File: src/rtl/dfr_input_mask.sv
// Input masking stage ahead of the reservoir: each accepted sample is replayed for
// VIRTUAL_NODES clocks, scaled by a per-node Q1.(MASK_WIDTH-1) mask and saturated.
module dfr_input_mask #(
  parameter int unsigned VIRTUAL_NODES = 10,
  parameter int unsigned DATA_WIDTH    = 32,
  parameter int unsigned MASK_WIDTH    = 16,
  parameter int unsigned ADDR_WIDTH    = 4
) (
  input  logic                  clk,
  input  logic                  rst,
  input  logic                  mask_we,
  input  logic [ADDR_WIDTH-1:0] mask_addr,
  input  logic [MASK_WIDTH-1:0] mask_wdata,
  input  logic                  s_valid,
  output logic                  s_ready,
  input  logic [DATA_WIDTH-1:0] s_data,
  output logic                  m_valid,
  output logic [DATA_WIDTH-1:0] m_data,
  output logic [ADDR_WIDTH-1:0] m_node,
  output logic                  m_last
);

  localparam int unsigned PROD_WIDTH = DATA_WIDTH + MASK_WIDTH;
  localparam int unsigned HI_WIDTH   = PROD_WIDTH - DATA_WIDTH + 1;
  localparam logic [ADDR_WIDTH-1:0] LAST_NODE = ADDR_WIDTH'(VIRTUAL_NODES - 1);

  typedef enum logic {IDLE, RUN} state_e;

  state_e                  state_q, state_d;
  logic [ADDR_WIDTH-1:0]   cnt_q, cnt_d;
  logic [DATA_WIDTH-1:0]   sample_q, sample_d;
  logic [MASK_WIDTH-1:0]   mask_q [VIRTUAL_NODES];
  logic [MASK_WIDTH-1:0]   mask_d [VIRTUAL_NODES];
  logic                    m_valid_q, m_valid_d;
  logic [DATA_WIDTH-1:0]   m_data_q, m_data_d;
  logic [ADDR_WIDTH-1:0]   m_node_q, m_node_d;
  logic                    m_last_q, m_last_d;

  logic [MASK_WIDTH-1:0]   mask_rd;
  logic signed [PROD_WIDTH-1:0] prod, prod_sh;
  logic [HI_WIDTH-1:0]     prod_hi;
  logic [DATA_WIDTH-1:0]   sat_val;

  assign s_ready = (state_q == IDLE) || (cnt_q == LAST_NODE);

  // Mask entry for the node being emitted; reads the pre-write value.
  always_comb begin
    mask_rd = '0;
    for (int unsigned i = 0; i < VIRTUAL_NODES; i++) begin
      if (cnt_q == ADDR_WIDTH'(i)) mask_rd = mask_q[i];
    end
  end

  // Signed product, floor-shift back to data scale, clamp to DATA_WIDTH.
  always_comb begin
    prod    = PROD_WIDTH'($signed(sample_q)) * PROD_WIDTH'($signed(mask_rd));
    prod_sh = prod >>> (MASK_WIDTH - 1);
    prod_hi = prod_sh[PROD_WIDTH-1:DATA_WIDTH-1];
    if (prod_hi == '0 || prod_hi == '1) begin
      sat_val = prod_sh[DATA_WIDTH-1:0];
    end else if (prod_sh[PROD_WIDTH-1]) begin
      sat_val = {1'b1, {(DATA_WIDTH-1){1'b0}}};
    end else begin
      sat_val = {1'b0, {(DATA_WIDTH-1){1'b1}}};
    end
  end

  always_comb begin
    state_d   = state_q;
    cnt_d     = cnt_q;
    sample_d  = sample_q;
    m_valid_d = 1'b0;
    m_data_d  = '0;
    m_node_d  = '0;
    m_last_d  = 1'b0;
    mask_d    = mask_q;

    for (int unsigned i = 0; i < VIRTUAL_NODES; i++) begin
      if (mask_we && (mask_addr == ADDR_WIDTH'(i))) mask_d[i] = mask_wdata;
    end

    case (state_q)
      IDLE: begin
        if (s_valid) begin
          sample_d = s_data;
          cnt_d    = '0;
          state_d  = RUN;
        end
      end
      RUN: begin
        m_valid_d = 1'b1;
        m_data_d  = sat_val;
        m_node_d  = cnt_q;
        m_last_d  = (cnt_q == LAST_NODE);
        if (cnt_q != LAST_NODE) begin
          cnt_d = cnt_q + ADDR_WIDTH'(1);
        end else if (s_valid) begin
          // Back-to-back sample: restart without a bubble.
          sample_d = s_data;
          cnt_d    = '0;
        end else begin
          cnt_d   = '0;
          state_d = IDLE;
        end
      end
      default: state_d = IDLE;
    endcase
  end

  always_ff @(posedge clk or negedge rst) begin
    if (!rst) begin
      state_q   <= IDLE;
      cnt_q     <= '0;
      sample_q  <= '0;
      m_valid_q <= 1'b0;
      m_data_q  <= '0;
      m_node_q  <= '0;
      m_last_q  <= 1'b0;
      for (int unsigned i = 0; i < VIRTUAL_NODES; i++) mask_q[i] <= '0;
    end else begin
      state_q   <= state_d;
      cnt_q     <= cnt_d;
      sample_q  <= sample_d;
      m_valid_q <= m_valid_d;
      m_data_q  <= m_data_d;
      m_node_q  <= m_node_d;
      m_last_q  <= m_last_d;
      mask_q    <= mask_d;
    end
  end

  assign m_valid = m_valid_q;
  assign m_data  = m_data_q;
  assign m_node  = m_node_q;
  assign m_last  = m_last_q;

endmodule

File: config.mk
export PLATFORM = sky130hd
export DESIGN_NAME = dfr_input_mask
export DESIGN_NICKNAME = d
export VERILOG_FILES = /design/src/rtl/dfr_input_mask.sv
export SDC_FILE = /design/constraint.sdc
export NUM_CORES = 2
export LEC_CHECK = 0
export ABC_CLOCK_PERIOD_IN_PS = 11100
export BUFFER_PORTS_ARGS = -buffer_cell sky130_fd_sc_hd__buf_2
export CAP_MARGIN = 15
export CORE_MARGIN = 2
export CORE_UTILIZATION = 37
export DETAILED_ROUTE_END_ITERATION = 7
export PLACE_DENSITY_LB_ADDON = 0.25
export SLEW_MARGIN = 20
export SYNTH_ARGS = -nofsm -noshare
export SYNTH_HDL_FRONTEND = slang
export SYNTH_SLANG_ARGS = --single-unit
export TNS_END_PERCENT = 5
File: constraint.sdc
create_clock -name clk -period 11.1 [get_ports clk]
set_clock_uncertainty 0.15 [all_clocks]
set_input_delay 0.555 -clock clk [delete_from_list [all_inputs] [get_ports clk]]
set_output_delay 0.555 -clock clk [all_outputs]
set_load 0.03 [all_outputs]
Word level (Yosys, flattened, before mapping)
Cells that the tools add are included.
Word-level totals
  flip-flop bits (word level): 235
  input port bits: 56
  output and inout bits: 39
  logic and storage cells: 82
Operators by class
  add/subtract/negate cells: 1
  multiply operators: 1
  eq/ne operators: 22
  multiplexer cells: 25
  bitwise logic cells: 1
  reductions and logical operators: 15
Operators with widths (count)
  16-bit two-way mux: 10
  32-bit two-way mux: 5
  32-bit case mux with 2 select lines: 1
  32-bit by 16-bit multiplier with 48-bit output: 1
  4-bit by 3-bit equality test with 1-bit output (second input constant): 8
  17-bit equality test (second input constant): 1
  17-bit zero test: 1
  4-bit by 2-bit equality test with 1-bit output (second input constant): 4
  4-bit equality test (second input constant): 4
  4-bit two-way mux: 3
  1-bit logical AND: 10
  4-bit by 1-bit equality test with 1-bit output (second input constant): 2
  4-bit zero test: 2
  4-bit case mux with 2 select lines: 1
  4-bit by 1-bit adder with 4-bit output (second input constant): 1
  1-bit two-way mux: 4
  2-bit inequality test (second input constant): 2
  4-bit inequality test (second input constant): 1
  1-bit logical OR: 2
  1-bit case mux with 2 select lines: 1
  1-bit inverter: 1

Longest topological paths before layout
  depth after elaboration: 16
  mapped depth: 35
  depth with buffers taken out: 32

Least setup slack after synthesis
Ideal clock, no wire load.
  kind: flip-flop to flip-flop
  start point: register cnt_q[0]
  end point: register m_data_q[20] (netlist: m_data[20])
  setup time: 0.123 ns
  arrival: 8.005 ns
  data required time: 10.827 ns
  slack: 2.822 ns
  cell stages (with the launch flop): 29
  path buffers: 8
  period minus slack after synthesis: 8.278 ns
  cells stage by stage: dfrtp_1 -> buf_6 -> buf_4 -> buf_2 -> buf_2 -> clkbuf_1 -> mux2i_1 -> o221ai_1 -> clkbuf_1 -> nand2_1 -> fa_1 -> inv_1 -> fa_1 -> fa_1 -> fa_1 -> fa_1 -> fa_1 -> ha_1 -> clkbuf_1 -> a21o_1 -> a21o_1 -> a21oi_1 -> nand2_1 -> a221oi_1 -> o21ai_2 -> a2111oi_2 -> a311oi_4 -> buf_6 -> a21boi_2
On the way
  cells in the longest elaborated chain, start to end: 16
  elaborated cells on any way between the ends: 27
  classes of those cells: mul: 1; eq/ne: 10; mux: 13; reduce/logical: 3
Ends and longest elaborated chain
  from (decl): line 30  | logic [ADDR_WIDTH-1:0] cnt_q, cnt_d;
  from (signal assigned): line 122  | cnt_q <= cnt_d;
  4-bit zero test: line 50  | if (cnt_q == ADDR_WIDTH'(i)) mask_rd = mask_q[i];
  16-bit two-way mux (9 in series): line 50
  16-bit two-way mux (*): line 50
  32-bit by 16-bit multiplier with 48-bit output (*): line 56  | prod = PROD_WIDTH'($signed(sample_q)) * PROD_WIDTH'($signed(mask_rd));
  17-bit equality test or 17-bit zero test (tied branches): line 59  | if (prod_hi == '0 || prod_hi == '1) begin
  1-bit logical OR: line 59
  32-bit two-way mux (*): line 59
  32-bit two-way mux (*): line 82  | case (state_q)
  net m_data_d[20]: line 35  | logic [DATA_WIDTH-1:0] m_data_q, m_data_d;
  to (signal assigned): line 125  | m_data_q <= m_data_d;
  to (decl): line 35
The timed path passes the listed nets; every way through them passes the cells marked *.
A chain may end at the register's enable or synchronous reset.

Worst setup path in the final report
  start point: register cnt_q[2]
  end point: register m_data_q[11] (netlist: m_data[11])
The elaborated chain is that of the path after synthesis.

==> results.py <==
metrics = {
    "yosys": {
        "muxShareOfSynthArea_pct": 10.06,
        "syn_nets": 3421,
        "synth_ff_type": "dfrtp_1",
        "synth_compound_area_share_pct": 6.509,
        "synth_area_leaders": "fa_1 (35%), dfrtp_1 (21%), mux2_2 (7.8%)",
        "synth_top_family_by_area": "adder cells",
        "synth_edf_count": 0,
        "synth_most_common_cell": "inv_1",
        "synth_common_cells": "inv_1 (571), fa_1 (485), nand2_1 (359), dfrtp_1 (235), mux2_2 (194)",
        "syn_inst": 2769,
        "async_flop_share_pct": 100.0,
        "yosysTopAreaCell": "fa_1",
        "ys_seq_area_share_pct": 20.95,
        "ys_seq_elements": 235,
        "synth_xor_xnor_area_share_pct": 1.395,
        "avgSynthCellArea_sq_um": 10.14,
        "ys_types": 74,
        "synth-simple-area-share_pct": 11.61,
        "synth_top_area_share_pct": 34.59,
        "synthAdderAreaFrac_pct": 39.54,
        "yosysWarnings": 0,
        "netlist_area_sq_mm": 0.02807,
    },
    "drt": {
        "drc_errors": 0,
        "ant_nets": 0,
        "vias": 19250,
        "wirelength_microns": 75490,
        "vias_per_cell": 5.092,
        "drt-wirelength-per-cell_microns": 19.97,
        "dr.pass1.iters": 5,
        "dr.first_iter.drc_count": 1071,
    },
    "critical_path": {
        "crit_type": "reg2reg",
        "start_kind": "register",
        "critPathMostFrequentCell": "fa_1",
        "reg2reg_setup_slack_ps": 1770,
        "worstReg2RegStart": "cnt_q[2]",
        "startpoint": "cnt_q[2]",
        "r2r_end": "m_data[11]",
        "worst_ep_arrival_time_ps": 9700,
        "worstSetupEndpointType": "register",
        "worst-endpoint-required_ps": 11460,
        "worstPathMaxFanout": 30,
        "reg2regPathDepth": 30,
        "slowest_delay_ps": 650,
        "cp_slowest_cell": "a311oi_4",
    },
    "sta": {
        "period_minus_slack_ps": 9335,
        "slew_headroom_pct": 25.18,
        "slew_viol_final": 0,
        "rsz0062_at_grt": "no",
        "fin_ws_ps": 1765,
        "fin_hold_ws_ps": 32.03,
        "worstMarginPinSlew_ps": 1122,
        "setup_violations": 0,
        "hold_viol_final": 0,
        "timing.fmax_mhz": 107.1,
        "tns_ps": 0,
        "post-route-period-util_pct": 84.10,
    },
    "floorplan": {
        "dieArea_sq_mm": 0.07807,
        "die_h_microns": 279.4,
        "num_io_pins": 95,
        "initial_core_util_pct": 37.51,
        "core-area_sq_mm": 0.07482,
        "dieWidth_microns": 279.4,
        "rows": 100,
    },
    "layout": {
        "multi_input_area_sq_mm": 0.01953,
        "regArea_sq_mm": 0.005882,
        "syn2layout_area_growth_pct": 9.059,
        "fin_cells": 3781,
        "drive_gt1_share_pct": 16.37,
        "finalNetCount": 3442,
        "fillers": 7260,
    },
    "place": {
        "numPortBuffers": 94,
        "dp_hpwl_microns": 55900,
        "dp_worst_setup_slack_ps": 1644,
        "placedCellCount": 3721,
        "place_congestion": 0.8646,
    },
    "grt": {
        "grt_max_degree": 126,
        "antenna_found_initial": 2,
        "grt_use_total_pct": 20.05,
        "grt-ovfl-total": 0,
        "grt_pass1_vias": 21720,
        "grt_pass1_wl_microns": 121800,
    },
    "min_path": {
        "hp-class": "in2reg",
        "worstHoldEndpoint": "sample_q[28]",
        "holdPathStages": 2,
        "hp-start": "s_data[28]",
    },
    "clock_tree": {
        "cts_resized": 0,
        "clock_path_buffers": 3,
        "numCtsBuffers": 29,
        "cts-root-buf": "clkbuf_16",
        "clk_pin_slew_ps": 60,
        "tritoncts": "yes",
        "clock_sinks": 235,
        "cts_max_level": 1,
        "insertion_delay_ps": 610,
    },
    "status": {
        "outcome": "completed",
    },
    "job": {
        "cap_violations": 0,
    },
}
[layout by cell type (no fill, tap or decap), drive strengths merged, types with 34 or more instances in the layout]
| master | Yosys | final |
|---|---|---|
| and2 | 189 | 189 |
| inv | 573 | 576 |
| ha | 111 | 111 |
| nand2 | 359 | 359 |
| mux2 | 194 | 194 |
| dfrtp | 235 | 235 |
| buf | 39 | 135 |
| fa | 485 | 485 |
| o21ai | 40 | 40 |
| a21oi | 51 | 51 |
| a21o | 34 | 34 |
| clkbuf | 112 | 40 |
| nor2 | 65 | 65 |
[per-stage QoR]
step	area (sq um)	utilization, %
after global placement	29550	39.50
after floorplan	28070	-
after CTS	30570	40.85
final	30610	40.91
after global routing	30600	40.90
after detailed placement	29570	39.52
[cell families (layout without fill, tap and decap cells)]
group	after synthesis	after routing
AND/OR/NAND/NOR	690	690
adder cells (fa/ha/maj)	596	596
other	0	2
XOR/XNOR	43	43
AO/OA/AOI/OAI	242	242
buffers and inverters	724	765
flip-flops	235	235
multiplexers	239	239
[area by class of cell]
type                       count  share of cell area [%]
multi-input combinational   1810                   63.81
sequential                   235                   19.22
inverter                     573                   7.027
tap                          969                   3.961
timing repair buffer         141                   2.890
clock buffer                  40                   2.637
clock inverter                11                  0.4415
antenna                        2                 0.01635
[what timing repair did]
item / 4_1_cts / 5_1_grt
hold buffers: 6 / 0
endpoints found under the hold margin: 128 / 0
buffers inserted: 0 / 0
[critical path: cells and delay by family (launching register included)]
kind	cells	cell delay [ps]
adder cells (fa/ha/maj)	7	3460
AO/OA/AOI/OAI	10	2630
buffers and inverters	8	1360
AND/OR/NAND/NOR	5	1210
flip-flops	1	370
[state kept, by name, summed over array words and instances (netlist names)]
name,flops
sample_q,32
mask_q,160
m_data,32
state_q,1
m_node,4
cnt_q,4
m_last,1
m_valid,1
[worst max-delay path by stage]
stage | to | depth (start not counted) | slack [ps]
2_1_floorplan | m_data[20] | 28 | 2820
3_3_place_gp | m_data[21] | 30 | 1750
3_5_place_dp | m_data[26] | 30 | 1640
4_1_cts | m_data[26] | 30 | 1620
5_1_grt | m_data[11] | 25 | 1230
6_report | m_data[11] | 30 | 1770
[routing by layer]
metal	vias up	track usage, %	part of all wire [%]
met5	-	0	0.029
met4	4	6.623	3.4
met3	152	3.144	4.9
met2	476	33.59	47
met1	10110	26.60	44
li1	8509	-	-
Power is not shown: default switching activity piles up to over one toggle a cycle in this logic, so the estimate is an artifact.
